$ cat src/rtl/parallel_register_pkg.sv
// Shared constants and the width legality check for parallel_register.
package parallel_register_pkg;

  localparam int DEFAULT_WIDTH = 4;
  localparam int MAX_WIDTH     = 64;

  localparam logic [MAX_WIDTH-1:0] DEFAULT_RESET_VALUE = '0;

  // True when w is a width the register can be built with.
  function automatic bit width_ok(input int w);
    return (w >= 1) && (w <= MAX_WIDTH);
  endfunction

endpackage

$ cat src/rtl/parallel_register_parity.sv
// Combinational even-parity (XOR reduction) of a WIDTH-bit word.
module parallel_register_parity
  import parallel_register_pkg::*;
#(
  parameter int WIDTH = DEFAULT_WIDTH
) (
  input  logic [WIDTH-1:0] data,
  output logic             parity
);

  assign parity = ^data;

endmodule

$ cat src/rtl/parallel_register.sv
// Parallel-in/parallel-out register with load enable, change strobe and,
// when PARALLEL_REGISTER_PARITY_EN is defined, a registered even-parity bit.
module parallel_register
  import parallel_register_pkg::*;
#(
  parameter int               WIDTH       = DEFAULT_WIDTH,
  parameter logic [WIDTH-1:0] RESET_VALUE = DEFAULT_RESET_VALUE[WIDTH-1:0]
) (
  input  logic             clk,
  input  logic             reset,
  input  logic             load,
  input  logic [WIDTH-1:0] d,
  output logic [WIDTH-1:0] q,
`ifdef PARALLEL_REGISTER_PARITY_EN
  output logic             changed,
  output logic             parity
`else
  output logic             changed
`endif
);

  if (!width_ok(WIDTH)) begin : g_width_check
    $error("parallel_register: WIDTH %0d outside 1..%0d", WIDTH, MAX_WIDTH);
  end

  logic [WIDTH-1:0] q_next;

  assign q_next = load ? d : q;

  always_ff @(posedge clk or posedge reset) begin
    if (reset) begin
      q       <= RESET_VALUE;
      changed <= 1'b0;
    end else begin
      q       <= q_next;
      changed <= load && (d != q);
    end
  end

`ifdef PARALLEL_REGISTER_PARITY_EN
  logic parity_next;

  // Parity is taken from the next-state word so it never lags q.
  parallel_register_parity #(
    .WIDTH (WIDTH)
  ) u_parity (
    .data   (q_next),
    .parity (parity_next)
  );

  always_ff @(posedge clk or posedge reset) begin
    if (reset) begin
      parity <= ^RESET_VALUE;
    end else begin
      parity <= parity_next;
    end
  end
`endif

endmodule

$ cat config.mk
export PLATFORM = sky130hd
export DESIGN_NAME = parallel_register
export DESIGN_NICKNAME = d
export VERILOG_FILES = /design/src/rtl/parallel_register_pkg.sv /design/src/rtl/parallel_register_parity.sv /design/src/rtl/parallel_register.sv
export SDC_FILE = /design/constraint.sdc
export NUM_CORES = 1
export LEC_CHECK = 0
export ABC_CLOCK_PERIOD_IN_PS = 1700
export BUFFER_PORTS_ARGS = -buffer_cell sky130_fd_sc_hd__clkbuf_2
export CAP_MARGIN = 20
export CELL_PAD_IN_SITES_DETAIL_PLACEMENT = 1
export CELL_PAD_IN_SITES_GLOBAL_PLACEMENT = 1
export CORE_AREA = 2 2 39 41
export DETAILED_ROUTE_END_ITERATION = 16
export DIE_AREA = 0 0 41 43
export GPL_TIMING_DRIVEN = 1
export MAX_ROUTING_LAYER = met4
export PLACE_DENSITY = 0.53
export SLEW_MARGIN = 20
export SYNTH_ARGS = -nofsm -noshare
export SYNTH_HDL_FRONTEND = slang
export SYNTH_SLANG_ARGS = --single-unit
$ cat constraint.sdc
create_clock -name clk -period 1.7 [get_ports clk]
set_input_delay 0.34 -clock clk [delete_from_list [all_inputs] [get_ports clk]]
set_output_delay 0.34 -clock clk [all_outputs]
set_load 0.05 [all_outputs]
# After elaboration in Yosys (flattened, before gate mapping)
# Index checks and enable logic that the tools add are counted.
[totals]
regBits = 5
input_bits = 7
output_inout_bits = 5
wordCells = 4
[op_classes]
n_eq_ne = 1
n_reduce_logical = 1
[ops]
columns = ["op", "n"]
rows = [
  ["!= test 4 bit", 1],
  ["logical AND 1 bit", 1],
]

# Depth between registers and ports, before layout
# Gate-level depths: netlist of run 1.
[logic_depth]
depth_word = 2
ltp_mapped = 2
ltp_nobuf = 2

# Worst setup path before layout of run 1
# OpenSTA, ideal clock, no wires.
[synth_timing]
path_kind = "register to register"
from = "reg q[3]"
to = "reg changed"
setup_time_ns = 0.129
arrival_time_ns = 1.196
required_ns = 1.571
setup_slack_ns = 0.375
path_stages_with_launch = 3
n_path_buf = 0
synth_period_minus_slack_ns = 1.325
cell_sequence = "dfrtp_1 > xor2_1 > o41a_1"
[synth_between]
elab_chain_len = 2
[synth_lines]
columns = ["element", "line", "rtl"]
rows = [
  ["start, declared", "parallel_register.sv:13", "output logic [WIDTH-1:0] q,"],
  ["start signal, assigned", "parallel_register.sv:35", "q <= q_next;"],
  ["!= test 4 bit", "parallel_register.sv:36", "changed <= load && (d != q);"],
  ["logical AND 1 bit", "parallel_register.sv:36", ""],
  ["end signal, assigned", "parallel_register.sv:36", ""],
  ["end, declared", "parallel_register.sv:18", "output logic changed"],
]
# No other way between the ends.
# A chain may end at the register's enable or synchronous reset.

# Worst setup path in the final report of run 1
[layout_timing]
from = "reg q[0]"
to = "out q[0]"
# No word-level cell between the ends.

==> flow_results.org, run 1 <==
** Synthesis
- Share of the synthesized area in the top cell type :: 56.8%
- sky130_fd_sc_hd__dfrtp_1 takes more of the synthesized area than any other cell.
- Number of synthesized flops with an enable pin :: 0
- Among all flip-flop cells after synthesis, the most frequent one is sky130_fd_sc_hd__dfrtp_1.
- Yosys warns :: 0
- Fraction of synthesis flops using an asynchronous set or reset pin :: 100%
- After synthesis, the mean cell area works out to 14.7 µm².
- After technology mapping, the gate count stands at 15.
- Cell area after synthesis :: 220 µm²
- Ranked by instance count, the synthesized netlist is headed by sky130_fd_sc_hd__dfrtp_1, sky130_fd_sc_hd__mux2_1, sky130_fd_sc_hd__xor2_1, sky130_fd_sc_hd__inv_1, sky130_fd_sc_hd__o41a_1.
- Yosys cell types :: 5
- Total of flip-flops plus latches after synthesis :: 5
- Sequential elements use 56.8% of the synthesized area.
- Top cells by area in the synthesized netlist :: sky130_fd_sc_hd__dfrtp_1, sky130_fd_sc_hd__mux2_1, sky130_fd_sc_hd__xor2_1
- The number of nets in the synthesized netlist is 22.
- Dominant cell by count in the synthesized netlist :: sky130_fd_sc_hd__dfrtp_1

** Timing
- Clock Skew :: 0.00165 ns
- Smallest hold slack :: 0.355 ns
- After layout, the worst path uses 73.8% of the clock period.
- The count of final hold-check violations came to 0.
- Setup violations remaining at the end of the flow were counted as 0.
- Peak clock frequency supported by timing :: 797 MHz
- For the pin with the worst max-slew slack, the measured transition is 0.279 ns.
- Max Slew Vio Count :: 0
- The worst pin sits at a relative slew slack of 81.5%.
- Setup total negative slack on the finished layout was measured at 0 ns.
- RSZ-0062 raised after global routing :: no
- Crit path time final :: 1.25 ns

** Pwr
- Switching share of total power :: 32.6%
- Overall power consumption after layout is estimated at 0.000366 W.
- Power spent charging and discharging nets :: 0.000119 W
- Of the total power, combinational logic draws 24.5%.
- Of the total power, registers draw 38.3%.
- Internal power contribution :: 0.000247 W
- IR analysis of the VDD net gives a maximum drop of 0.274 mV.
- Summed over all cells, the static leakage comes to 0.164 nW.
- Per report_power, the clock group accounts for 37.2% of the total.
- For this design the ratio of total power to cell area is 1100 nW/µm².

** Cells and area
- Share of layout cells above drive strength 1 :: 45.2%
- Net count of the finished layout :: 39
- Count of non-filler cells in the finished layout :: 47
- The layout has 160 filler cells.
- Post-Route Utilization :: 24.0%
- Compared with the post-synthesis result, the final layout area differs by 50.6%.
- The repair_antennas step left the layout with diodes totalling 0.

** Setup path
- The critical path in this run is classified as register to output port.
- Critical Path AT :: 0.91 ns
- Capturing point of the worst reg2reg path :: changed
- Sum of buffers and inverters on the critical path :: 1
- The critical path goes through clkbuf_2.
- Cells on worst reg2reg path :: 2
- Along the worst path, the maximum fanout reaches 3.
- On the worst path, the slowest cell contributes a delay of 0.38 ns.
- The cell family contributing the most delay on the critical path is flip-flops.
- The worst setup path is captured at an output port.
- Data on the critical path is required at its endpoint by 1.36 ns.
- The largest individual stage delay along the critical path comes from the cell sky130_fd_sc_hd__dfrtp_1.
- R2r startpoint :: q[3]
- For flop-to-flop paths, the worst setup slack is 0.60 ns.
- The worst setup path is launched from a register.

** Floorplan
- Standard-cell row count :: 14
- Die area :: 1760 µm²
- Horizontal extent of the die :: 41 µm
- The die is 43 µm tall.
- In this run the count of I/O pins placed on the die edge is 12.
- Core Footprint :: 1380 µm²
- Starting density of the core :: 15.9%

** Clocking
- Clock tree synthesis found a total of 5 sinks.
- Depth of the CTS H-tree :: 1
- CTS placed an instance of sky130_fd_sc_hd__clkbuf_4 at the clock tree root.
- Clock-pin slew was measured on the worst setup and hold paths at 0.04 ns.
- Clock tree from TritonCTS :: built
- The later pin in the worst-skew pair is clocked with a latency of 0.24 ns.
- TritonCTS buffer count :: 3
- Once the clock tree was built, the resizer swapped 0 gates to a different size.
- In this run the deepest clock path goes through 2 buffers.

** Placement
- Placed Instances :: 42
- Routability-driven placement finished with a final weighted congestion of 0.686.
- Count of input and output buffers :: 11

** Detailed routing
- Count of TritonRoute iterations in the first routing pass :: 2
- WL final :: 526 µm
- In the final routed layout, each cell accounts on average for 11.2 µm.
- Final antenna-violating net count :: 0
- Detailed routing inserted a total of 175 vias.
- For this block, the initial DRC count from the detailed router was 1.
- After detailed routing, the number of remaining DRC violations is 0.
- Ratio of routed vias to standard cells :: 3.72

** GRT
- Met3 Usage GRT :: 3.14%
- The initial antenna violation count is 0.
- Met2 usage in global routing :: 11.9%
- The first global-routing pass estimated 917 µm of wire.
- Number of global-route vias before repair :: 228
- Leftover overflow at the end of global routing :: 0
- Total global routing track utilization :: 8.71%
- Met1 usage in global routing :: 9.24%
- Busiest grt layer :: met2
- Pin count of the biggest net entering global routing :: 6

** Min path
- The worst hold path begins at d[3].
- The worst hold path belongs to the class primary input to register.
- Instance count along the most critical hold path :: 2
- Worst Hold Endpoint :: q[3]

** Run
- Across the run, the number of max-cap violations was 0.

** Status
- Status :: completed
-- sequential cells by signal (all words and copies together) (netlist names) --
register and count:
changed 1, q 4
-- cells in the final DEF (no fill, tap or decap) --
cell type / Yosys / layout
sky130_fd_sc_hd__clkbuf_2: 0 / 11
sky130_fd_sc_hd__dfrtp_1: 5 / 5
sky130_fd_sc_hd__mux2_1: 4 / 4
sky130_fd_sc_hd__xor2_1: 4 / 4
sky130_fd_sc_hd__clkbuf_4: 0 / 3
sky130_fd_sc_hd__o41a_1: 1 / 1
sky130_fd_sc_hd__inv_1: 1 / 1
sky130_fd_sc_hd__clkbuf_1: 0 / 1
sky130_fd_sc_hd__dlygate4sd3_1: 0 / 1
-- layer usage --
metal	vias up	wire length, µm
li1	83	-
met2	12	243
met3	0	54
met5	-	0
met4	0	0
met1	80	228
-- worst max-delay path by stage --
stage          start      end  depth (start not counted)
2_1_floorplan   q[3]  changed                          2
3_3_place_gp    d[3]  changed                          3
3_5_place_dp    d[3]  changed                          3
4_1_cts         q[1]     q[1]                          1
5_1_grt         q[1]     q[1]                          1
6_report        q[0]     q[0]                          1
-- power groups by stage --
| stage | clock network, W | logic [W] | registers [W] |
|---|---|---|---|
| 2_1_floorplan | 0 | 0.0000196 | 0.000182 |
| 3_3_place_gp | 0 | 0.0000856 | 0.000141 |
| 3_5_place_dp | 0 | 0.0000885 | 0.000142 |
| 4_1_cts | 0.000147 | 0.0000906 | 0.000140 |
| 5_1_grt | 0.000158 | 0.0000970 | 0.000142 |
| 6_report | 0.000136 | 0.0000897 | 0.000140 |
-- cells by family (layout without fill, tap and decap cells) --
group                     after synthesis  count (layout)  share of synthesized area [%]
buffers and inverters                   1              17                           1.70
AOI/OAI and AO/OA                       1               1                           5.11
DFF                                     5               5                           56.8
xor gates and xnor gates                4               4                           15.9
muxes                                   4               4                           20.5
-- what timing repair did --
action / 4_1_cts / 5_1_grt
endpoints found under the hold margin: 5 / 0
hold buffers: 1 / 0
setup buffers: 0 / 0
endpoints found under the setup margin: 0 / 0
-- stage by stage --
step | area (µm²) | worst slack (ns)
5_1_grt | 332 | 0.401
6_report | 332 | 0.445
3_5_place_dp | 295 | 0.577
3_3_place_gp | 295 | 0.596
2_1_floorplan | 220 | 0.375
4_1_cts | 332 | 0.431
-- area by class of cell --
cell class | instances | area [µm²] | share of cell area, %
flip-flops and latches | 5 | 125 | 37.7
multi-input cells | 9 | 91.3 | 27.5
clock buffers | 4 | 26.3 | 7.92
well taps | 16 | 20.0 | 6.04
inverters | 1 | 3.75 | 1.13
repair buffers | 12 | 65.1 | 19.6
No activity file was read; power rests on OpenSTA's default activity.
==> run 2: changes to the inputs <==
Settings changed: ABC_AREA set to 1, ABC_CLOCK_PERIOD_IN_PS 1700 to 1200, PLACE_DENSITY 0.53 to 0.62.
Clock period 1.7 ns to 1.2 ns, I/O delays scaled along.
==> flow_results.org, run 2 <==
** Timing
- Of the available clock period, the critical path in the final layout requires 94.8%.
- Max Slew Vio Count :: 0 (unchanged)
- After layout, the minimum clock period comes to 1.14 ns.
- Fin Setup TNS :: 0 ns (unchanged)
- Peak clock frequency supported by timing :: 879 MHz
- Smallest hold slack :: 0.241 ns (was 0.355 ns)
- Clock Skew :: 0.00429 ns (was 0.00165 ns)
- Max-Slew Margin vs Limit :: 81.6% (was 81.5%)
- The measured slew at the worst slew-check pin came to 0.277 ns (was 0.279 ns).
- RSZ-0062 raised after global routing :: no (unchanged)
- Final Hold Fails :: 0 (unchanged)
- Endpoints failing setup :: 0 (unchanged)

** Cells and area
- Cell area after layout :: 367 µm² (was 332 µm²)
- The number of nets in the layout is 62 (was 39).
- Ant diodes :: 0 (unchanged)
- Biggest regs: q: 4 flops, changed: 1 flops (unchanged).
- Area used by multi-input combinational logic :: 92.6 µm² (was 91.3 µm²)
- Flip-flop count of the largest register, all copies and words added :: 4 (unchanged)
- The register with the most flip-flops is q (unchanged).
- Number of fill cells in the layout :: 177 (was 160)
- The area taken by flip-flops and latches came to 125 µm² (unchanged).
- The area growth from synthesis to layout is 40.9% (was 50.6%).
- Commonest non-fill, non-tap cells in the layout: sky130_fd_sc_hd__nand2_1, sky130_fd_sc_hd__clkbuf_2, sky130_fd_sc_hd__inv_1, sky130_fd_sc_hd__dfrtp_1, sky130_fd_sc_hd__o21ai_1 (was sky130_fd_sc_hd__clkbuf_2, sky130_fd_sc_hd__dfrtp_1, sky130_fd_sc_hd__mux2_1, sky130_fd_sc_hd__xor2_1, sky130_fd_sc_hd__clkbuf_4).
- The fraction of layout instances using a drive strength above 1 was 27.8% (was 45.2%).
- The most common cell after layout, fill and taps aside is sky130_fd_sc_hd__nand2_1 (was sky130_fd_sc_hd__clkbuf_2).

** Clocking
- The number of sinks driven by the clock tree was 5 (unchanged).
- The later-pin clock latency in the skew report was 0.24 ns (about the same).
- TritonCTS buffer count :: 3 (unchanged)
- The maximum buffer depth of the clock tree is 2 (unchanged).
- The TritonCTS clock tree was built (unchanged).
- CTS clk-pin slew, worst paths :: 0.04 ns (about the same)
- Depth of the CTS H-tree :: 1 (unchanged)
- Clock root buffer :: sky130_fd_sc_hd__clkbuf_4 (unchanged)

** Synthesis
- The share of synthesized area occupied by flip-flops and latches came to 48.1% (was 56.8%).
- Dominant cell by count in the synthesized netlist :: sky130_fd_sc_hd__nand2_1 (was sky130_fd_sc_hd__dfrtp_1)
- Top cells by area in the synthesized netlist: sky130_fd_sc_hd__dfrtp_1, sky130_fd_sc_hd__nand2_1, sky130_fd_sc_hd__inv_1 (was sky130_fd_sc_hd__dfrtp_1, sky130_fd_sc_hd__mux2_1, sky130_fd_sc_hd__xor2_1).
- Share of the synthesized area in the top cell type :: 48.1% (was 56.8%)
- Number of instances in the synthesized netlist :: 39 (was 15)
- Largest area contributor in the netlist :: sky130_fd_sc_hd__dfrtp_1 (unchanged)
- Commonest cells post-synth :: sky130_fd_sc_hd__nand2_1, sky130_fd_sc_hd__inv_1, sky130_fd_sc_hd__dfrtp_1, sky130_fd_sc_hd__o21ai_1, sky130_fd_sc_hd__nor2_1 (was sky130_fd_sc_hd__dfrtp_1, sky130_fd_sc_hd__mux2_1, sky130_fd_sc_hd__xor2_1, sky130_fd_sc_hd__inv_1, sky130_fd_sc_hd__o41a_1)
- Cell area after synthesis :: 260 µm² (was 220 µm²)
- The total number of yosys warnings came to 0 (unchanged).
- Mean area per synthesized cell :: 6.67 µm² (was 14.7 µm²)
- Fraction of synthesis flops using an asynchronous set or reset pin :: 100% (unchanged)
- The number of nets produced by synthesis came to 46 (was 22).
- The count of state elements after synthesis came to 5 (unchanged).
- Most used flip-flop cell after synthesis :: sky130_fd_sc_hd__dfrtp_1 (unchanged)
- The number of enable-type register cells in the synthesized netlist is 0 (unchanged).
- Yosys cell types :: 8 (was 5)

** Min path
- Instance count along the most critical hold path :: 3 (was 2)
- The worst min-delay path class is primary input to register (unchanged).

** Setup path
- The critical path data required time came to 0.96 ns (was 1.36 ns).
- The total buffers and inverters traversed by the critical path was 1 (unchanged).
- The category of the worst setup path launch point is a register (unchanged).
- CP max stage cell :: sky130_fd_sc_hd__dfrtp_1 (unchanged)
- The number of cells on the critical path was 1 (unchanged).
- Largest stage delay on the critical path :: 0.37 ns (was 0.38 ns)
- The worst endpoint data arrival time is 0.90 ns (was 0.91 ns).
- The depth of the worst register-to-register path is 5 (was 2).
- The kind of end point of the critical path is an output port (unchanged).
- The type of the worst setup path is register to output port (unchanged).
- The largest driver fanout on the critical path is 3 (unchanged).
- Cell-by-cell trace of the critical path: clkbuf_2 (unchanged).
- Top delay family on crit path :: flip-flops (unchanged)

** GRT
- The first-pass GRT wire length is 883 µm (was 917 µm).
- Pin count of the biggest net entering global routing :: 10 (was 6)
- Leftover overflow at the end of global routing :: 0 (unchanged)
- Total global routing track utilization :: 8.60% (was 8.71%)
- The number of global-route vias before repair was 261 (was 228).
- The initial antenna violation count is 0 (unchanged).

** Placement
- Final GP Congestion :: 0.715 (was 0.686)
- Placed cell area :: 330 µm² (was 295 µm²)
- The number of buffers inserted by port buffering was 11 (unchanged).
- Final HPWL from detailed placement :: 474 µm

** Detailed routing
- The via density per instance was 3.97 (was 3.72).
- Total via count after detailed routing :: 278 (was 175)
- The post-detailed-route count of antenna-violating nets is 0 (unchanged).
- The total detailed-routing wirelength is 589 µm (was 526 µm).
- The number of search-and-repair iterations in the first detailed-routing pass is 4 (was 2).
- Remaining routing DRC violations :: 0 (unchanged)
- The detailed-route wire length per cell is 8.41 µm (was 11.2 µm).
- The initial detailed-routing violation count was 2 (was 1).

** Pwr
- Total power divided by cell area :: 1430 nW/µm² (was 1100 nW/µm²)
- The power after layout was 0.000523 W (was 0.000366 W).
- Leakage power summed over all cells :: 0.229 nW (was 0.164 nW)
- The worst-case vdd ir drop is 0.265 mV (was 0.274 mV).

** Run
- The max-cap check violation count came to 0 (unchanged).

** Floorplan
- Vertical extent of the die :: 43 µm (unchanged)
- The core outline area was 1380 µm² (unchanged).
- The number of placement rows came to 14 (unchanged).
- The total die area came to 1760 µm² (unchanged).
- The count of pins on the block boundary was 12 (unchanged).
- The x dimension of the die is 41 µm (unchanged).
- Starting density of the core :: 18.8% (was 15.9%)

** Status
- Status: completed (unchanged).
-- run 2: final cells by class --
class	instances	share of cell area (%)
timing repair buffer	12	17.7
multi-input combinational	23	25.3
sequential	5	34.1
inverter	10	10.2
clock buffer	4	7.17
tap	16	5.46
-- run 2: timing repair --
action / in CTS / in global routing
endpoints found under the hold margin: 5 / 0
hold buffers: 1 / 0
resized for setup: 0 / 0
setup buffers: 0 / 0
-- run 2: cell families (layout without fill, tap and decap cells) --
family,after synthesis,count (layout),synth area share [%]
buffers and inverters,11,26,16.3
AO/OA/AOI/OAI,5,5,9.61
flip-flops,5,5,48.1
AND/OR/NAND/NOR,18,18,26.0
-- run 2: routing by layer --
| layer | track usage (%) | wire (µm) |
|---|---|---|
| met1 | 6.25 | 227 |
| met2 | 13.4 | 317 |
| met3 | 1.57 | 23 |
| met4 | 12.0 | 20 |
| met5 | - | 0 |
-- run 2: path summary, 6_finish.rpt --
check / startpoint / slack, ns / end
min in group asynchronous: reset / 0.42 / q[0]
worst min register to register: q[1] / 0.55 / q[1]
worst max register to register: q[0] / 0.39 / changed
worst max-delay path: q[1] / 0.06 / q[1]
max in group asynchronous: reset / 0.60 / q[1]
worst min-delay path: d[1] / 0.24 / q[1]
-- run 2: through the flow --
stage               utilization, %  setup WS [ns]  std cells
global placement              23.9          0.323         65
detailed placement            23.9          0.311         65
finish                        26.5         0.0629         70
floorplan                        -         0.0990         39
global route                  26.5         0.0149         70
CTS                           26.5         0.0464         70
-- run 2: where the power goes --
part | internal, W | total (W) | switching, W | leakage, nW
combinational | 0.0000357 | 0.000132 | 0.0000966 | 0.154
sequential | 0.000184 | 0.000194 | 0.00000999 | 0.0605
clock | 0.000126 | 0.000196 | 0.0000703 | 0.0150
total | 0.000346 | 0.000523 | 0.000177 | 0.229
==> run 3: changes to the inputs <==
Settings changed: ABC_CLOCK_PERIOD_IN_PS 1200 to 1000, PLACE_DENSITY 0.62 to 0.66.
Clock period 1.2 ns to 1 ns, I/O delays scaled along.
==> flow_results.org, run 3 (synthesis results as in run 2) <==
** Cells and area
- The antenna cell count was 0 (unchanged).
- The area taken by multi-input logic gates was 92.6 µm² (unchanged).
- Register area :: 130 µm² (was 125 µm²)
- Flip-flop count of the largest register, all copies and words added :: 4 (unchanged)
- Commonest non-fill, non-tap cells in the layout: sky130_fd_sc_hd__nand2_1, sky130_fd_sc_hd__inv_1, sky130_fd_sc_hd__clkbuf_2 (was sky130_fd_sc_hd__nand2_1, sky130_fd_sc_hd__clkbuf_2, sky130_fd_sc_hd__inv_1, sky130_fd_sc_hd__dfrtp_1, sky130_fd_sc_hd__o21ai_1).
- The fraction of layout instances using a drive strength above 1 came to 43.1% (was 27.8%).
- The final design instance area without fill was 492 µm² (was 367 µm²).
- The register with the most flip-flops is q (unchanged).
- Most common cell after layout, fill and taps aside :: sky130_fd_sc_hd__nand2_1 (unchanged)
- Signed area change from the synthesized netlist to the final layout :: 88.9% (was 40.9%)
- The post-route non-filler standard cell count came to 74 (was 70).
- The number of nets in the layout is 66 (was 62).
- The final design utilization was 35.5% (was 26.5%).
- Biggest regs: q: 4 flops, changed: 1 flops (unchanged).
- The number of filler cells placed in the layout was 177 (unchanged).

** Setup path
- Critical Path Stages :: 1 (unchanged)
- The category of the worst setup path launch point was a register (unchanged).
- The critical path data required time is 0.80 ns (was 0.96 ns).
- The largest driver fanout on the critical path was 2 (was 3).
- Sum of buffers and inverters on the critical path :: 1 (unchanged)
- R2r startpoint :: q[0] (unchanged)
- CP max stage cell :: sky130_fd_sc_hd__dfrtp_2 (was sky130_fd_sc_hd__dfrtp_1)
- The capture instance of the worst register-to-register path is changed (unchanged).
- Category of the worst setup path capture point :: output port (unchanged)
- The family with the most delay on the worst path was flip-flops (unchanged).
- Kind of critical path :: register to output port (unchanged)
- Cell-by-cell trace of the critical path: clkbuf_16 (was clkbuf_2).
- The depth of the worst register-to-register path came to 5 (unchanged).
- CP startpoint :: q[2] (was q[1])
- The worst-case register-to-register setup slack is 0.03 ns (was 0.39 ns).
- Largest stage delay on the critical path :: 0.42 ns (was 0.37 ns)
- Critical Path AT :: 0.84 ns (was 0.90 ns)

** Clocking
- Clk Latency, worst-skew pair :: 0.24 ns (about the same)
- The number of clock buffers inserted by TritonCTS came to 3 (unchanged).
- The TritonCTS clock tree is built (unchanged).
- The number of sinks driven by the clock tree came to 5 (unchanged).
- The maximum buffer depth of the clock tree was 2 (unchanged).
- CTS clk-pin slew, worst paths :: 0.05 ns (was 0.04 ns)
- Depth of the CTS H-tree :: 1 (unchanged)
- The cell at the root of the clock tree is sky130_fd_sc_hd__clkbuf_4 (unchanged).

** Run
- The max-cap check violation count came to 0 (unchanged).

** GRT
- Antenna violations before repair :: 0 (unchanged)
- The total routing resource utilization after global routing is 12.0% (was 8.60%).
- Leftover overflow at the end of global routing :: 0 (unchanged)
- Wire length of the first global-routing pass :: 1260 µm (was 883 µm)
- Pin count of the biggest net entering global routing :: 10 (unchanged)
- Number of global-route vias before repair :: 314 (was 261)

** Floorplan
- The count of pins on the block boundary came to 12 (unchanged).
- The core outline area is 1380 µm² (unchanged).
- Starting density of the core :: 18.8% (unchanged)
- The die extent in y came to 43 µm (unchanged).
- The number of placement rows came to 14 (unchanged).
- Horizontal extent of the die :: 41 µm (unchanged)
- The total die area is 1760 µm² (unchanged).

** Pwr
- Power Total :: 0.000725 W (was 0.000523 W)
- Total power divided by cell area :: 1470 nW/µm² (was 1430 nW/µm²)
- Max rail drop VDD :: 0.379 mV (was 0.265 mV)
- Leakage power summed over all cells :: 0.277 nW (was 0.229 nW)

** Timing
- Final critical-path setup slack :: -0.0394 ns (was 0.0629 ns)
- The count of final max-slew check failures was 0 (unchanged).
- The relative max-transition margin was 87.6% (was 81.6%).
- Crit path time final :: 1.04 ns
- Crit share post-route :: 104%
- The setup skew after layout was 0.00277 ns (was 0.00429 ns).
- Endpoints failing setup :: 4 (was 0)
- RSZ-0062 raised after global routing: yes (was no).
- Static timing analysis puts the maximum clock frequency at 962 MHz.
- Final Hold Fails :: 0 (unchanged)
- Smallest hold slack :: 0.207 ns (was 0.241 ns)
- Worst-margin pin slew :: 0.185 ns (was 0.277 ns)

** Placement
- The last weighted congestion value of the routability-driven placer is 0.712 (was 0.715).
- The area after detailed placement was 335 µm² (was 330 µm²).
- Count of input and output buffers :: 11 (unchanged)
- Placed Instances :: 65 (unchanged)
- The detailed placer's ending HPWL came to 497 µm (was 474 µm).

** Min path
- The end of the worst hold path is q[3] (was q[1]).
- The worst min-delay path class was primary input to register (unchanged).
- The source of the worst hold timing path was d[3] (was d[1]).
- Instance count along the most critical hold path :: 3 (unchanged)

** Detailed routing
- The detailed-route wire length per cell was 10.1 µm (was 8.41 µm).
- 1st-iter DRT viols :: 4 (was 2)
- WL final :: 749 µm (was 589 µm)
- The via density per instance was 4.03 (was 3.97).
- The post-detailed-route count of antenna-violating nets is 0 (unchanged).
- Remaining routing DRC violations :: 0 (unchanged)
- Count of TritonRoute iterations in the first routing pass :: 2 (was 4)
- The total via count after detailed routing is 298 (was 278).

** Status
- The final reports fail on negative setup slack.
- Status: complete, but fails checks (was completed).
## run 3: worst max path at each step
stage	endpoint	slack [ns]
after floorplan	changed	0.04
after global routing	q[2]	-0.07
after detailed placement	q[2]	0.16
after CTS	q[2]	-0.03
after global placement	q[3]	0.16
final	q[2]	-0.04
## run 3: cell type report
cell class / instances / share of cell area (%)
Timing Repair Buffer: 16 / 37.7
Sequential cell: 5 / 26.5
Multi-Input combinational cell: 23 / 18.8
Inverter: 10 / 7.63
Clock buffer: 4 / 5.34
Tap cell: 16 / 4.07
## run 3: power breakdown
| part | switching (W) | internal, W | total [W] | leakage [nW] |
|---|---|---|---|---|
| Clock | 0.0000834 | 0.000151 | 0.000234 | 0.0150 |
| Combinational | 0.000128 | 0.000121 | 0.000249 | 0.206 |
| Sequential | 0.0000177 | 0.000224 | 0.000242 | 0.0560 |
## run 3: repair_timing
item / 4_1_cts / 5_1_grt
hold endpoints to repair: 5 / 0
cloned: 0 / 0
gates resized for setup: 14 / 3
hold buffers: 1 / 0
setup buffers: 4 / 0
pin swaps: 0 / 2
setup endpoints to repair: 5 / 6
## run 3: metrics by stage
step | setup slack, ns | setup TNS (ns)
after floorplan | 0.0439 | 0
after global routing | -0.0667 | -0.302
after CTS | -0.0322 | -0.115
final | -0.0394 | -0.117
after detailed placement | 0.162 | 0
after global placement | 0.163 | 0
## run 3: worst min-delay path: cells and delay by family
kind / cells / cell delay [ns]
AOI/OAI and AO/OA: 1 / 0.06
and+or+nand+nor: 1 / 0.06
buffers and inverters: 1 / 0.10
## run 3: per-layer routing
layer	GRT usage (%)	wire, µm	up-vias
met2	16.9	426	9
met1	11.5	276	137
met4	12.0	14	0
met5	-	0	-
met3	4.71	31	2
li1	-	-	150
